$ cat src/rtl/notch_pkg.sv
// Shared definitions for the notch-filter front end.
//   DataSizeDefault : default sample width of the audio path
//   rx_state_e      : I2S receiver FSM encoding (idle / shifting a word / word complete)
package notch_pkg;

  localparam int unsigned DataSizeDefault = 24;

  typedef enum logic [1:0] {
    StIdle  = 2'd0,
    StShift = 2'd1,
    StDone  = 2'd2
  } rx_state_e;

endpackage

$ cat src/rtl/sync_ff.sv
// Multi-flop synchroniser for a single asynchronous input bit.
// Ports:
//   clk   - destination clock
//   reset - asynchronous active-high reset, clears every stage to 0
//   d_i   - asynchronous input
//   q_o   - synchronised output, SYNC_STAGES clk cycles behind d_i
module sync_ff #(
  parameter int unsigned SYNC_STAGES = 2
) (
  input  logic clk,
  input  logic reset,
  input  logic d_i,
  output logic q_o
);

  logic [SYNC_STAGES-1:0] sync_q;
  logic [SYNC_STAGES-1:0] sync_d;

  always_comb begin
    sync_d = {sync_q[SYNC_STAGES-2:0], d_i};
  end

  always_ff @(posedge clk or posedge reset) begin
    if (reset) begin
      sync_q <= '0;
    end else begin
      sync_q <= sync_d;
    end
  end

  assign q_o = sync_q[SYNC_STAGES-1];

endmodule

$ cat src/rtl/i2s_sample_rx.sv
// I2S left-channel receiver feeding a notch filter.
// Captures the left-channel word of each I2S frame (MSB first, one-bit delay after
// ws falls) and hands it to the filter with a one-cycle sample pulse, provided the
// filter is idle. Right-channel words are never delivered.
// Ports:
//   clk         - system clock, the only clock domain
//   reset       - asynchronous active-high reset
//   sck, ws, sd - I2S bit clock, word select (0 = left), serial data; asynchronous
//   data_out    - last accepted left sample
//   sample      - one-clk pulse: data_out just updated
//   filter_done - filter completion pulse, frees the filter for the next word
//   overrun     - sticky: a word completed while the filter was still busy
//   frame_err   - sticky: a left word was cut short by ws rising
module i2s_sample_rx
  import notch_pkg::*;
#(
  parameter int unsigned DATA_SIZE   = DataSizeDefault,
  parameter int unsigned SYNC_STAGES = 2
) (
  input  logic                 clk,
  input  logic                 reset,
  input  logic                 sck,
  input  logic                 ws,
  input  logic                 sd,
  output logic [DATA_SIZE-1:0] data_out,
  output logic                 sample,
  input  logic                 filter_done,
  output logic                 overrun,
  output logic                 frame_err
);

  localparam int unsigned CntW = $clog2(DATA_SIZE + 1);
  localparam logic [CntW-1:0] CntFull = CntW'(DATA_SIZE);

  // Synchronised pins
  logic sck_s;
  logic ws_s;
  logic sd_s;

  sync_ff #(
    .SYNC_STAGES(SYNC_STAGES)
  ) u_sync_sck (
    .clk  (clk),
    .reset(reset),
    .d_i  (sck),
    .q_o  (sck_s)
  );

  sync_ff #(
    .SYNC_STAGES(SYNC_STAGES)
  ) u_sync_ws (
    .clk  (clk),
    .reset(reset),
    .d_i  (ws),
    .q_o  (ws_s)
  );

  sync_ff #(
    .SYNC_STAGES(SYNC_STAGES)
  ) u_sync_sd (
    .clk  (clk),
    .reset(reset),
    .d_i  (sd),
    .q_o  (sd_s)
  );

  // State
  rx_state_e            state_q, state_d;
  logic [CntW-1:0]      bit_cnt_q, bit_cnt_d;
  logic [DATA_SIZE-1:0] shift_q, shift_d;
  logic                 ws_prev_q, ws_prev_d;
  logic                 armed_q, armed_d;
  logic                 busy_q, busy_d;
  logic [DATA_SIZE-1:0] data_out_q, data_out_d;
  logic                 sample_q, sample_d;
  logic                 overrun_q, overrun_d;
  logic                 frame_err_q, frame_err_d;

  // One register stage after the synchronisers: the edge detector compares this stage
  // with the one behind it, and ws/sd are taken from the same stage so they stay
  // aligned with the detected rise. This sets the fixed pin-to-sample latency.
  logic sck_dly_q, sck_dly_d;
  logic sck_prev_q, sck_prev_d;
  logic ws_dly_q, ws_dly_d;
  logic sd_dly_q, sd_dly_d;

  logic            sck_rise;
  logic [CntW-1:0] bit_cnt_inc;

  assign sck_rise    = sck_dly_q & ~sck_prev_q;
  assign bit_cnt_inc = bit_cnt_q + CntW'(1);

  always_comb begin
    state_d     = state_q;
    bit_cnt_d   = bit_cnt_q;
    shift_d     = shift_q;
    ws_prev_d   = ws_prev_q;
    armed_d     = armed_q;
    busy_d      = busy_q;
    data_out_d  = data_out_q;
    sample_d    = 1'b0;
    overrun_d   = overrun_q;
    frame_err_d = frame_err_q;

    sck_dly_d  = sck_s;
    sck_prev_d = sck_dly_q;
    ws_dly_d   = ws_s;
    sd_dly_d   = sd_s;

    // ws_prev starts at 1 out of reset, so a ws that is already low at release would
    // look like a fresh 1->0 edge. armed blocks that until ws has really been seen high.
    if (sck_rise) begin
      ws_prev_d = ws_dly_q;
      if (ws_dly_q) begin
        armed_d = 1'b1;
      end
    end

    // Done is applied before any accept below, so a coincident accept re-sets busy.
    if (filter_done) begin
      busy_d = 1'b0;
    end

    unique case (state_q)
      StIdle: begin
        // sd on the starting rise is the one-bit I2S delay slot and is ignored.
        if (sck_rise && armed_q && ws_prev_q && !ws_dly_q) begin
          state_d   = StShift;
          bit_cnt_d = '0;
        end
      end

      StShift: begin
        if (sck_rise) begin
          // ws may legitimately rise on the LSB rise of a full-length slot, so only a
          // rise that would not complete the word counts as a truncation.
          if (ws_dly_q && (bit_cnt_inc != CntFull)) begin
            state_d     = StIdle;
            bit_cnt_d   = '0;
            frame_err_d = 1'b1;
          end else begin
            shift_d   = {shift_q[DATA_SIZE-2:0], sd_dly_q};
            bit_cnt_d = bit_cnt_inc;
            if (bit_cnt_inc == CntFull) begin
              state_d = StDone;
            end
          end
        end
      end

      StDone: begin
        state_d = StIdle;
        if (!busy_q || filter_done) begin
          data_out_d = shift_q;
          sample_d   = 1'b1;
          busy_d     = 1'b1;
        end else begin
          overrun_d = 1'b1;
        end
      end

      default: begin
        state_d = StIdle;
      end
    endcase
  end

  always_ff @(posedge clk or posedge reset) begin
    if (reset) begin
      state_q     <= StIdle;
      bit_cnt_q   <= '0;
      shift_q     <= '0;
      ws_prev_q   <= 1'b1;
      armed_q     <= 1'b0;
      busy_q      <= 1'b0;
      data_out_q  <= '0;
      sample_q    <= 1'b0;
      overrun_q   <= 1'b0;
      frame_err_q <= 1'b0;
      sck_dly_q   <= 1'b0;
      sck_prev_q  <= 1'b0;
      ws_dly_q    <= 1'b0;
      sd_dly_q    <= 1'b0;
    end else begin
      state_q     <= state_d;
      bit_cnt_q   <= bit_cnt_d;
      shift_q     <= shift_d;
      ws_prev_q   <= ws_prev_d;
      armed_q     <= armed_d;
      busy_q      <= busy_d;
      data_out_q  <= data_out_d;
      sample_q    <= sample_d;
      overrun_q   <= overrun_d;
      frame_err_q <= frame_err_d;
      sck_dly_q   <= sck_dly_d;
      sck_prev_q  <= sck_prev_d;
      ws_dly_q    <= ws_dly_d;
      sd_dly_q    <= sd_dly_d;
    end
  end

  assign data_out  = data_out_q;
  assign sample    = sample_q;
  assign overrun   = overrun_q;
  assign frame_err = frame_err_q;

endmodule

$ cat config.mk
export PLATFORM = sky130hd
export DESIGN_NAME = i2s_sample_rx
export DESIGN_NICKNAME = d
export VERILOG_FILES = /design/src/rtl/notch_pkg.sv /design/src/rtl/sync_ff.sv /design/src/rtl/i2s_sample_rx.sv
export SDC_FILE = /design/constraint.sdc
export NUM_CORES = 1
export LEC_CHECK = 0
export CAP_MARGIN = 20
export CORE_MARGIN = 4
export CORE_UTILIZATION = 49
export CTS_CLUSTER_DIAMETER = 150
export CTS_CLUSTER_SIZE = 10
export DETAILED_ROUTE_END_ITERATION = 10
export PLACE_DENSITY = 0.74
export SYNTH_ARGS = -nofsm -noshare
export SYNTH_HDL_FRONTEND = slang
export SYNTH_SLANG_ARGS = --single-unit
export TNS_END_PERCENT = 50
$ cat constraint.sdc
create_clock -name clk -period 2.01 [get_ports clk]
set_input_delay 0.201 -clock clk [delete_from_list [all_inputs] [get_ports clk]]
set_output_delay 0.201 -clock clk [all_outputs]
set_load 0.01 [all_outputs]
# Yosys cells after proc, flatten, opt, wreduce, memory -nomap -nowiden
# Cells that the tools add are included.
# totals
register_bits,71
inputBits,6
out_inout_bits,27
elab_cells,59
# op_classes
add_sub_neg,1
eq_ne,7
n_mux,14
n_bitwise,4
reduce_logical,16
# ops
cell,n
$mux 5,3
$reduce_and 3->1,4
$pmux 5 s2,1
$mux 2,4
$reduce_and 2->1,3
$add 5x1->5 const B,1
$eq 5x5->1 const B,1
$mux 1,5
$ne 5x5->1 const B,1
$logic_and 1x1->1,4
$ne 2x2->1 const B,2
$pmux 2 s2,1
$ne 3x3->1 const B,1
$not 1->1,3
$eq 2x1->1 const B,1
$eq 2x2->1 const B,1
$logic_not 1->1,2
$logic_not 2->1,1
$reduce_bool 2->1,1
$and 1x1->1,1
$logic_or 1x1->1,1

# Longest topological paths before layout
# Gate-level depths: netlist (run 1).
# logic_depth
ltp_word,7
depth_mapped,7
mapped_depth_nobuf,5

# Modules after synthesis
# Synthesis (run 1) repeated with hierarchy kept, for this count alone.
# unflattened
hier_cells,177
hier_area_um2,2752.6
# by_module_without_submodules
module,n_inst,cells_each,area_per_inst_um2,seq_area_each_um2
i2s_sample_rx,1,168,2591.2,1627.8
sync_ff,3,3,53.8,50.0

# Least setup slack after synthesis (run 1)
# No wires, ideal clock.
# synth_timing
path_type,reg2reg
from,register bit_cnt_q[1]
to,register shift_q[10]
setup_ns,0.125
arrival_time_ns,1.693
required_ns,1.885
slack_ns,0.191
stages_incl_launch_ff,8
path_buffers,2
synth_period_minus_slack_ns,1.819
cell_sequence,dfrtp_1 a21bo_1 o21ai_2 nand3_2 a211o_1 buf_6 buf_12 mux2_4
# synth_between
elab_chain_len,5
# synth_lines
element,line,text
"start, declared",i2s_sample_rx.sv:69,"logic [CntW-1:0] bit_cnt_q, bit_cnt_d;"
"start signal, assigned",i2s_sample_rx.sv:186,bit_cnt_q <= bit_cnt_d;
$add 5x1->5,i2s_sample_rx.sv:91,assign bit_cnt_inc = bit_cnt_q + CntW'(1);
$ne 5x5->1,i2s_sample_rx.sv:137,if (ws_dly_q && (bit_cnt_inc != CntFull)) begin
$logic_and 1x1->1,i2s_sample_rx.sv:137,
$not 1->1 (no source line),--,
$reduce_and 3->1 (no source line),--,
"end signal, assigned",i2s_sample_rx.sv:187,shift_q <= shift_d;
"end, declared",i2s_sample_rx.sv:70,"logic [DATA_SIZE-1:0] shift_q, shift_d;"
# No other way between the ends.
# A chain may end at the register's enable or synchronous reset.

# Worst setup path in the final report (run 1)
# Same ends and word-level chain as after synthesis.

==> results of run 1 <==
-- per-layer routing --
layer / track usage, % / up-vias / share of wire, %
met4: 8.62 / 0 / 2.4
met1: 18.0 / 736 / 46
met5: 0 / - / 0
li1: - / 700 / -
met3: 4.76 / 10 / 3.8
met2: 21.4 / 37 / 47
-- layout by cell type (no fill, tap or decap), types with 3 or more instances in the layout --
cell             count
clkbuf_8            10
clkdlybuf4s50_1     32
inv_1                6
o21ai_0              4
mux2_2              30
buf_12               3
a21oi_1              3
nor3_1               4
dfrtp_1             69
nand2_1              6
mux2_4              19
-- sequential cells by signal, summed over array words and instances (netlist names), 2 cells and up --
register / flops
data_out: 24
shift_q: 24
bit_cnt_q: 5
state_q: 2
u_sync_sck.sync_q: 2
u_sync_sd.sync_q: 2
u_sync_ws.sync_q: 2
-- power by group through the flow --
stage / registers [mW] / clock network (mW) / logic, mW
2_1_floorplan: 1.62 / 0 / 0.244
3_3_place_gp: 1.65 / 0 / 0.280
3_5_place_dp: 1.66 / 0 / 0.300
4_1_cts: 1.63 / 1.31 / 0.302
5_1_grt: 1.65 / 1.38 / 0.337
6_report: 1.64 / 1.27 / 0.302
-- per-stage QoR --
stage / cells / total power [mW]
6_report: 291 / 3.21
5_1_grt: 291 / 3.36
4_1_cts: 290 / 3.24
3_5_place_dp: 274 / 1.96
3_3_place_gp: 274 / 1.93
2_1_floorplan: 171 / 1.87
-- repair_timing --
action	4_1_cts	5_1_grt
resized for setup	0	1
setup endpoints to repair	0	13
endpoints found under the hold margin	0	0
setup buffers	0	1
-- final cells by class --
type	instances	area (um2)	share of cell area [%]
Clock inverter	6	92.6	2.71
Sequential cell	71	1780	52.1
Timing Repair Buffer	37	395	11.6
Clock buffer	10	138	4.03
Multi-Input combinational cell	88	893	26.2
Inverter	7	26.3	0.770
Tap cell	72	90.1	2.64
-- cell families after synthesis --
| group | count (synthesis) | synth area share (%) |
|---|---|---|
| AOI/OAI and AO/OA | 20 | 5.41 |
| adders and majority gates | 1 | 0.454 |
| buffers and inverters | 12 | 3.18 |
| DFF | 71 | 64.6 |
| muxes | 49 | 22.6 |
| and+or+nand+nor | 18 | 3.73 |
-- critical path, stage by stage, from the launching register on --
cell and delay, ns:
dfrtp_1 0.43, a21bo_1 0.23, o21ai_2 0.15, nand3_2 0.14, a211o_1 0.32, buf_12 0.19
mux2_4 0.31
-- worst max-delay path by stage --
stage / from / end / slack (ns)
final: bit_cnt_q[1] / shift_q[10] / 0.12
after global routing: bit_cnt_q[1] / shift_q[6] / 0.03
after floorplan: reset / armed_q / 0.01
after CTS: bit_cnt_q[1] / shift_q[10] / 0.08
after detailed placement: bit_cnt_q[3] / shift_q[10] / 0.09
after global placement: bit_cnt_q[3] / shift_q[4] / 0.20
==> out/metrics.csv, run 1 <==
metric,value,unit
Mean Syn Cell Area,16.1,um2
H-tree Lvls,3,
CP max FO,25,
Pleak,1.65,nW
Synth Cell Area,2750,um2
Cell Int Power,2.42,mW
1st-iter DRT viols,46,
min Tclk post-route,1.89,ns
worst vdd ir,546,uV
I/O pin total,33,
die height,83.0,um
Die X-Extent,83.0,um
core area,5470,um2
routability congestion estimate from global placement,0.686,
post-route setup slack,0.121,ns
Worst EP required,2.24,ns
hold buffer count at CTS,0,
die area,6880,um2
crit path DAT,2.12,ns
Final Max Slew Viols,0,
Sw Pwr,0.784,mW
largest net degree at the start of global routing,58,
top_reg_cell synth,dfrtp_1,
syn_nets,178,
top-count cell post-synth,dfrtp_1,
commonest cells in the netlist,"70 x dfrtp_1, 30 x mux2_2, 19 x mux2_4",
via count,1483,
GR Util All Layers,14.3,%
synthesis-to-finish area growth,24.0,%
post-route design area,3410,um2
DP Worst Slack,0.0878,ns
setup tns final,0,ns
vias in the first global route,1555,
Port Buffer Count,32,
Worst R2R End,shift_q[10],
Yosys top cell area share,63.6,%
clk root buf,clkbuf_8,
Hold WS,0.139,ns
Least-Margin Pin Slew,0.367,ns
fin crit share,94.0,%
sequential power share,51.0,%
total wire length,4410,um
final hold violation count,0,
TritonCTS Buffers,9,
final setup vio count,0,
sequential area share after synthesis,64.6,%
Area contributors post-synth,"dfrtp_1 64%, mux2_2 12%, mux2_4 10%, buf_12 1.5%, dfstp_2 0.95%",
"FFs w/ async S/R, synth",100,%
first-pass GRT wire length,7620,um
GR Overflow Total,0,
R2R cell count,6,
Combinational Power Share,9.4,%
Worst R2R Start,bit_cnt_q[1],
CTS tree,yes,
post-route ant nets,0,
critical path endpoint category,flip-flop,
PwrDens,939,nW/um2
# nets final,221,
clock share of power,39.6,%
DRC viols,0,
clock sink count,71,
share of cells above drive strength 1,36.5,%
WL per Instance,15.2,um
detailed-route vias per instance,5.10,
Yosys reg bits,71,
row cnt,27,
status,finished clean,
synth warn,0,
CTS max path bufs,2,
Post-synth EDFFs,0,
"CTS clk-pin slew, worst paths",0.08,ns
max-cap violation count,0,
"Clk Latency, worst-skew pair",0.34,ns
clock skew,0.00808,ns
Synth Instances,171,
dominant cell type by area after synthesis,dfrtp_1,
Detailed Routing Iterations Pass 1,4,
slew margin rel.,75.5,%
fill cell count,398,
critical path class,flip-flop to flip-flop,
unrepaired setup endpoints after global routing,false,
min-delay worst type,input pin to async pin,
antenna cells,0,
Initial Util,50.3,%
dpl cell area,3180,um2
crit start category,flip-flop,
Yosys cell types,29,
initial antenna violation count,0,
Finished Core Util,62.4,%
Post-DP HPWL,2920,um
Peak Freq,0.529,GHz
switching part of the total,24.4,%
R2R Setup Slk,0.12,ns
(Power assumes the default switching activity.)
==> run 2: changes to the inputs <==
--- a/config.mk
+++ b/config.mk
@@ -6,12 +6,12 @@
 export NUM_CORES = 1
 export LEC_CHECK = 0
 export CAP_MARGIN = 20
-export CORE_MARGIN = 4
+export CORE_MARGIN = 8
 export CORE_UTILIZATION = 49
 export CTS_CLUSTER_DIAMETER = 150
 export CTS_CLUSTER_SIZE = 10
 export DETAILED_ROUTE_END_ITERATION = 10
-export PLACE_DENSITY = 0.74
+export PLACE_DENSITY = 0.7
 export SYNTH_ARGS = -nofsm -noshare
 export SYNTH_HDL_FRONTEND = slang
 export SYNTH_SLANG_ARGS = --single-unit
==> out/metrics.csv, run 2 (synthesis results as in run 1) <==
metric,value,unit,change
status,finished clean,,
fill cell count,444,,+12%
DP Worst Slack,0.126,ns,+0.0380 ns
final setup vio count,0,,unchanged
vias in the first global route,1620,,+4.2%
Post-DP HPWL,2970,um,+1.8%
Port Buffer Count,32,,unchanged
Least-Margin Pin Slew,0.368,ns,+0.000752 ns
largest net degree at the start of global routing,72,,+24%
H-tree Lvls,3,,unchanged
"slowest stage delay, CP",0.45,ns,+0.02 ns
GR Overflow Total,0,,unchanged
crit path max-delay cell type,dfrtp_1,,
max-cap violation count,0,,unchanged
critical path class,flip-flop to flip-flop,,
initial antenna violation count,0,,unchanged
CTS tree,yes,,
slew margin rel.,75.4,%,about the same
worst-path cell chain,a21bo_1 -> o21ai_2 -> nand3_2 -> a211o_1 -> buf_12 -> mux2_4,,
setup tns final,0,ns,unchanged
Pleak,1.62,nW,-2.2%
Hold WS,0.274,ns,+0.135 ns
gr busiest metal,met2,,
Final Max Slew Viols,0,,unchanged
total wire length,4520,um,+2.4%
GR Util All Layers,11.9,%,-2.4 points
fin crit share,95.3,%,+1.3 points
DRC viols,0,,unchanged
hold buffer count at CTS,0,,unchanged
met2 Resource Use GR,17.0,%,-4.4 points
WL per Instance,15.6,um,+2.7%
detailed-route vias per instance,5.17,,+1.4%
CTS max path bufs,2,,unchanged
most frequent cells in the layout,"70 x dfrtp_1, 32 x clkdlybuf4s50_1, 30 x mux2_2, 19 x mux2_4, 9 x clkbuf_8",,
Finished Core Util,61.2,%,-1.2 points
GRT met1 Usage,14.9,%,-3.1 points
met3 Usage GRT,4.36,%,-0.40 points
crit path DAT,2.14,ns,+0.02 ns
"CTS clk-pin slew, worst paths",0.08,ns,about the same
crit start category,flip-flop,,
Worst EP required,2.23,ns,about the same
synthesis-to-finish area growth,21.6,%,
critical path endpoint category,flip-flop,,
worst vdd ir,454,uV,-17%
post-route ant nets,0,,unchanged
TritonCTS Buffers,9,,unchanged
unrepaired setup endpoints after global routing,false,,
final hold violation count,0,,unchanged
first-pass GRT wire length,7890,um,+3.5%
die area,8270,um2,+20%
"commonest non-fill, non-tap cell in the layout",dfrtp_1,,
family with the most delay on the worst path,compound AO/OA/AOI/OAI gates,,
clock skew,0.00608,ns,-0.00201 ns
WP buf/inv,1,,unchanged
Post-CTS Setup Bufs,0,,unchanged
clk root buf,clkbuf_8,,
antenna cells,0,,unchanged
min-delay worst type,input pin to async pin,,
row cnt,27,,unchanged
core area,5470,um2,unchanged
Detailed Routing Iterations Pass 1,4,,unchanged
min Tclk post-route,1.92,ns,+0.0271 ns
# nets final,220,,-0.45%
Initial Util,50.3,%,unchanged
clock sink count,71,,unchanged
Die X-Extent,91.0,um,+9.6%
I/O pin total,33,,unchanged
CP max FO,25,,unchanged
Post-CTS Resized,0,,unchanged
share of cells above drive strength 1,35.8,%,-0.75 points
routability congestion estimate from global placement,0.768,,+12%
"Clk Latency, worst-skew pair",0.33,ns,about the same
post-route setup slack,0.0941,ns,-0.0271 ns
Peak Freq,0.522,GHz,-1.4%
via count,1499,,+1.1%
PwrDens,870,nW/um2,-7.4%
die height,91.0,um,+9.6%
1st-iter DRT viols,50,,+8.7%
Tot Pwr,2.91,mW,-9.2%
run 2: changes by cell type in the layout (fill, tap and decap cells not counted), sizes merged:
cell / change
clkinvlp: +2
clkbuf: -1
buf: -1
bufinv: -2
clkinv: +1
run 2: worst min-delay path: stages:
cell and delay (ns):
clkdlybuf4s50_1 0.42, inv_2 0.08, buf_12 0.32
run 2: area by class of cell:
cell class              instances  area (um2)  area share, %
well taps                      72        90.1           2.69
clock buffers                   9         124           3.70
inverters                       7        26.3          0.785
repair buffers                 36         388           11.6
multi-input cells              88         893           26.7
flip-flops and latches         71        1780           53.1
clock inverters                 7        48.8           1.46
run 2: per-stage QoR:
stage	instances	cell area, um2
5_1_grt	290	3350
2_1_floorplan	171	2750
6_report	290	3350
3_3_place_gp	274	3180
3_5_place_dp	274	3180
4_1_cts	290	3350
run 2: final timing paths:
path                                     start                   to  slack [ns]  cells past startpoint
setup / recovery                  bit_cnt_q[3]           shift_q[6]        0.09                      6
hold / removal                           reset         data_out[14]        0.27                      3
setup reg to reg                  bit_cnt_q[3]           shift_q[6]        0.09                      6
hold reg to reg            u_sync_sd.sync_q[0]  u_sync_sd.sync_q[1]        0.35                      0
max in group asynchronous                reset            ws_prev_q        1.43                      3
min in group clk                            sd  u_sync_sd.sync_q[0]        0.30                      1
run 2: power breakdown:
part | internal, mW | total, mW | switching (mW) | leakage [nW]
Combinational | 0.155 | 0.296 | 0.142 | 0.594
Sequential | 1.53 | 1.64 | 0.112 | 0.945
Clock | 0.446 | 0.977 | 0.531 | 0.0776
run 2: per-layer routing:
metal	up-vias	share of wire, %
li1	690	-
met4	0	1.4
met3	6	6.2
met1	759	46
met5	-	0
met2	44	46
==> patch: new RTL, settings of run 2 <==
Register the inputs `sck`, `ws`, `sd` and `filter_done` before use, without a reset. The logic sees them one clock later. Comments in the files are not updated.
--- a/src/rtl/i2s_sample_rx.sv
+++ b/src/rtl/i2s_sample_rx.sv
@@ -33,4 +33,16 @@
   localparam logic [CntW-1:0] CntFull = CntW'(DATA_SIZE);
 
+  logic sck_q;
+  logic ws_q;
+  logic sd_q;
+  logic filter_done_q;
+
+  always_ff @(posedge clk) begin
+    sck_q         <= sck;
+    ws_q          <= ws;
+    sd_q          <= sd;
+    filter_done_q <= filter_done;
+  end
+
   // Synchronised pins
   logic sck_s;
@@ -43,5 +55,5 @@
     .clk  (clk),
     .reset(reset),
-    .d_i  (sck),
+    .d_i  (sck_q),
     .q_o  (sck_s)
   );
@@ -52,5 +64,5 @@
     .clk  (clk),
     .reset(reset),
-    .d_i  (ws),
+    .d_i  (ws_q),
     .q_o  (ws_s)
   );
@@ -61,5 +73,5 @@
     .clk  (clk),
     .reset(reset),
-    .d_i  (sd),
+    .d_i  (sd_q),
     .q_o  (sd_s)
   );
@@ -118,5 +130,5 @@
 
     // Done is applied before any accept below, so a coincident accept re-sets busy.
-    if (filter_done) begin
+    if (filter_done_q) begin
       busy_d = 1'b0;
     end
@@ -151,5 +163,5 @@
       StDone: begin
         state_d = StIdle;
-        if (!busy_q || filter_done) begin
+        if (!busy_q || filter_done_q) begin
           data_out_d = shift_q;
           sample_d   = 1'b1;
Behaviour: not the same (Yosys sat finds a counterexample within 10 cycles, from zero or initial values and one cycle with reset high).
==> patch against run 2 <==
- die area grew 2.4%
- core utilization grew 0.47 points
- sequential power grew 5%
- worst setup slack gained 0.030 ns
- synthesized area grew 2.9%
- routed wire length shrank 3.2%
- power grew 3.8%
- clock skew grew 0.0034 ns
- non-clock buffer count is the same
- combinational power is essentially flat
- sequential cell count grew 4
- design area grew 2.0%
- via count grew 1.9%
- largest cell class unchanged
- largest power group unchanged
==> patch: results (changes against run 2) <==
Status
  – Status: finished clean

Global routing
  – Vias in the first global route: 1559 (-3.8%)
  – Largest net degree at the start of global routing: 59 (-18%)
  – Global-route wire length before repair: 7650 microns (-3.1%)
  – GRT Total Usage: 0.116 (-0.00265)
  – Initial antenna violation count: 0 (unchanged)

Critical path
  – Crit path max-delay cell type: dfrtp_1
  – Critical-path maximum fanout: 25 (unchanged)
  – Critical Path AT: 2.11 ns (-0.03 ns)
  – CP max stage delay: 0.44 ns
  – CP top delay family: compound AO/OA/AOI/OAI gates

Route
  – Routed len/inst: 14.9 microns (-4.2%)
  – Iter 0 DRT Violations: 45 (-10%)
  – Vias per cell: 5.22 (+0.89%)
  – DRT Pass-1 Iters: 4 (unchanged)

Yosys
  – Post-synthesis sequential area ratio: 0.656 (+0.0100)
  – Synth cell count leaders: 70 x dfrtp_1, 30 x mux2_2, 19 x mux2_4
  – Post-synth ARST share: 0.947 (-0.0533)
  – Total of warnings raised by yosys: 0 (unchanged)
  – Netlist cell types: 30 (+3.4%)
  – Syn_nets: 182 (+2.2%)
  – Largest cells by area after synthesis: dfrtp_1 62%, mux2_2 12%, mux2_4 10%

Timing
  – Worst Clk Skew: 0.00950 ns (+0.00342 ns)
  – Slew HR: 0.761 (+0.00684)

Power
  – Peak VDD IR: 0.000578 V (+27%)
  – Leakage: 0.00165 uW (+2.4%)
  – Net Sw Frac: 0.244 (-0.0257)

Clock network
  – Clock Pin Slew Worst Setup and Hold Paths: 0.07 ns
  – Root buf cell: clkbuf_8
  – Post-CTS setup buffer count: 0 (unchanged)
  – Worst-Skew Late Latency: 0.34 ns
  – CTS buffer count: 9 (unchanged)
  – H-tree Lvls: 3 (unchanged)
  – CTS Buffer Depth: 2 (unchanged)

Cells and area
  – FILL cells: 426 (-4.1%)
  – Diodes inserted: 0 (unchanged)
  – Final layout net count: 224 (+1.8%)
  – Share of layout cells above drive strength 1: 0.339 (-0.0184)

Placed design
  – Dpl hpwl: 2940 microns (-1.3%)
  – Routability cong.: 0.770 (+0.20%)
  – Number of port buffers: 32 (unchanged)

Hold path
  – Worst hold path class: in -> async
## patch: cells by family (layout without fill, tap and decap cells)
group / Yosys count / count (layout) / share of synthesized area
simple gates: 18 / 18 / 0.0362
mux: 49 / 49 / 0.220
buf+inv: 12 / 58 / 0.0309
fa+ha+maj: 1 / 1 / 0.00442
compound gates: 20 / 20 / 0.0526
flops: 75 / 75 / 0.656
## patch: metrics by stage
| step | area [sq um] | cells | hold slack (ns) | setup slack, ns | power, uW |
|---|---|---|---|---|---|
| final | 3420 | 293 | 0.134 | 0.125 | 3020 |
| after global routing | 3420 | 293 | 0.146 | 0.0348 | 3180 |
| after CTS | 3410 | 293 | 0.130 | 0.115 | 3060 |
| after detailed placement | 3240 | 278 | 0.324 | 0.127 | 2050 |
| after global placement | 3240 | 278 | 0.321 | 0.187 | 2020 |
| after floorplan | 2830 | 175 | 0.229 | 0.0141 | 1960 |
## patch: power groups by stage
stage / Sequential [uW] / Clock (uW) / Combinational [uW]
floorplan: 1720 / 0 / 247
global placement: 1740 / 0 / 284
detailed placement: 1750 / 0 / 300
CTS: 1720 / 1040 / 300
global route: 1740 / 1110 / 332
finish: 1720 / 1000 / 296
## patch: what timing repair did
action / in CTS / in global routing
setup endpoints to repair: 0 / 6
hold endpoints to repair: 0 / 0
gates resized for setup: 0 / 1
## patch: final timing paths
kind,from,endpoint,slack [ns],cells past startpoint
setup / recovery,bit_cnt_q[1]$_DFFE_PP0P_,shift_q[3]$_DFFE_PP0P_,0.12,6
hold / removal,reset,data_out[5]$_DFFE_PP0P_,0.13,2
setup reg to reg,bit_cnt_q[1]$_DFFE_PP0P_,shift_q[3]$_DFFE_PP0P_,0.12,6
hold reg to reg,ws_q$_DFF_P_,u_sync_ws.sync_q[0]$_DFF_PP0_,0.33,0
max in group asynchronous,reset,ws_prev_q$_DFFE_PP1N_,1.23,3
min in group clk,sck,sck_q$_DFF_P_,0.31,1
## patch: cell type report
| type | count | area (sq um) | area share |
|---|---|---|---|
| Tap cell | 72 | 90.1 | 0.0264 |
| Sequential cell | 75 | 1860 | 0.544 |
| Clock buffer | 14 | 163 | 0.0476 |
| Clock inverter | 1 | 8.76 | 0.00256 |
| Timing Repair Buffer | 36 | 375 | 0.110 |
| Inverter | 7 | 26.3 | 0.00769 |
| Multi-Input combinational cell | 88 | 893 | 0.262 |
## patch: layer usage
metal	global-route usage	share of wire	vias to the layer above
met2	0.154	0.43	38
met1	0.148	0.48	774
met4	0.0685	0.017	0
li1	-	-	709
met5	0	0	-
met3	0.0579	0.074	7
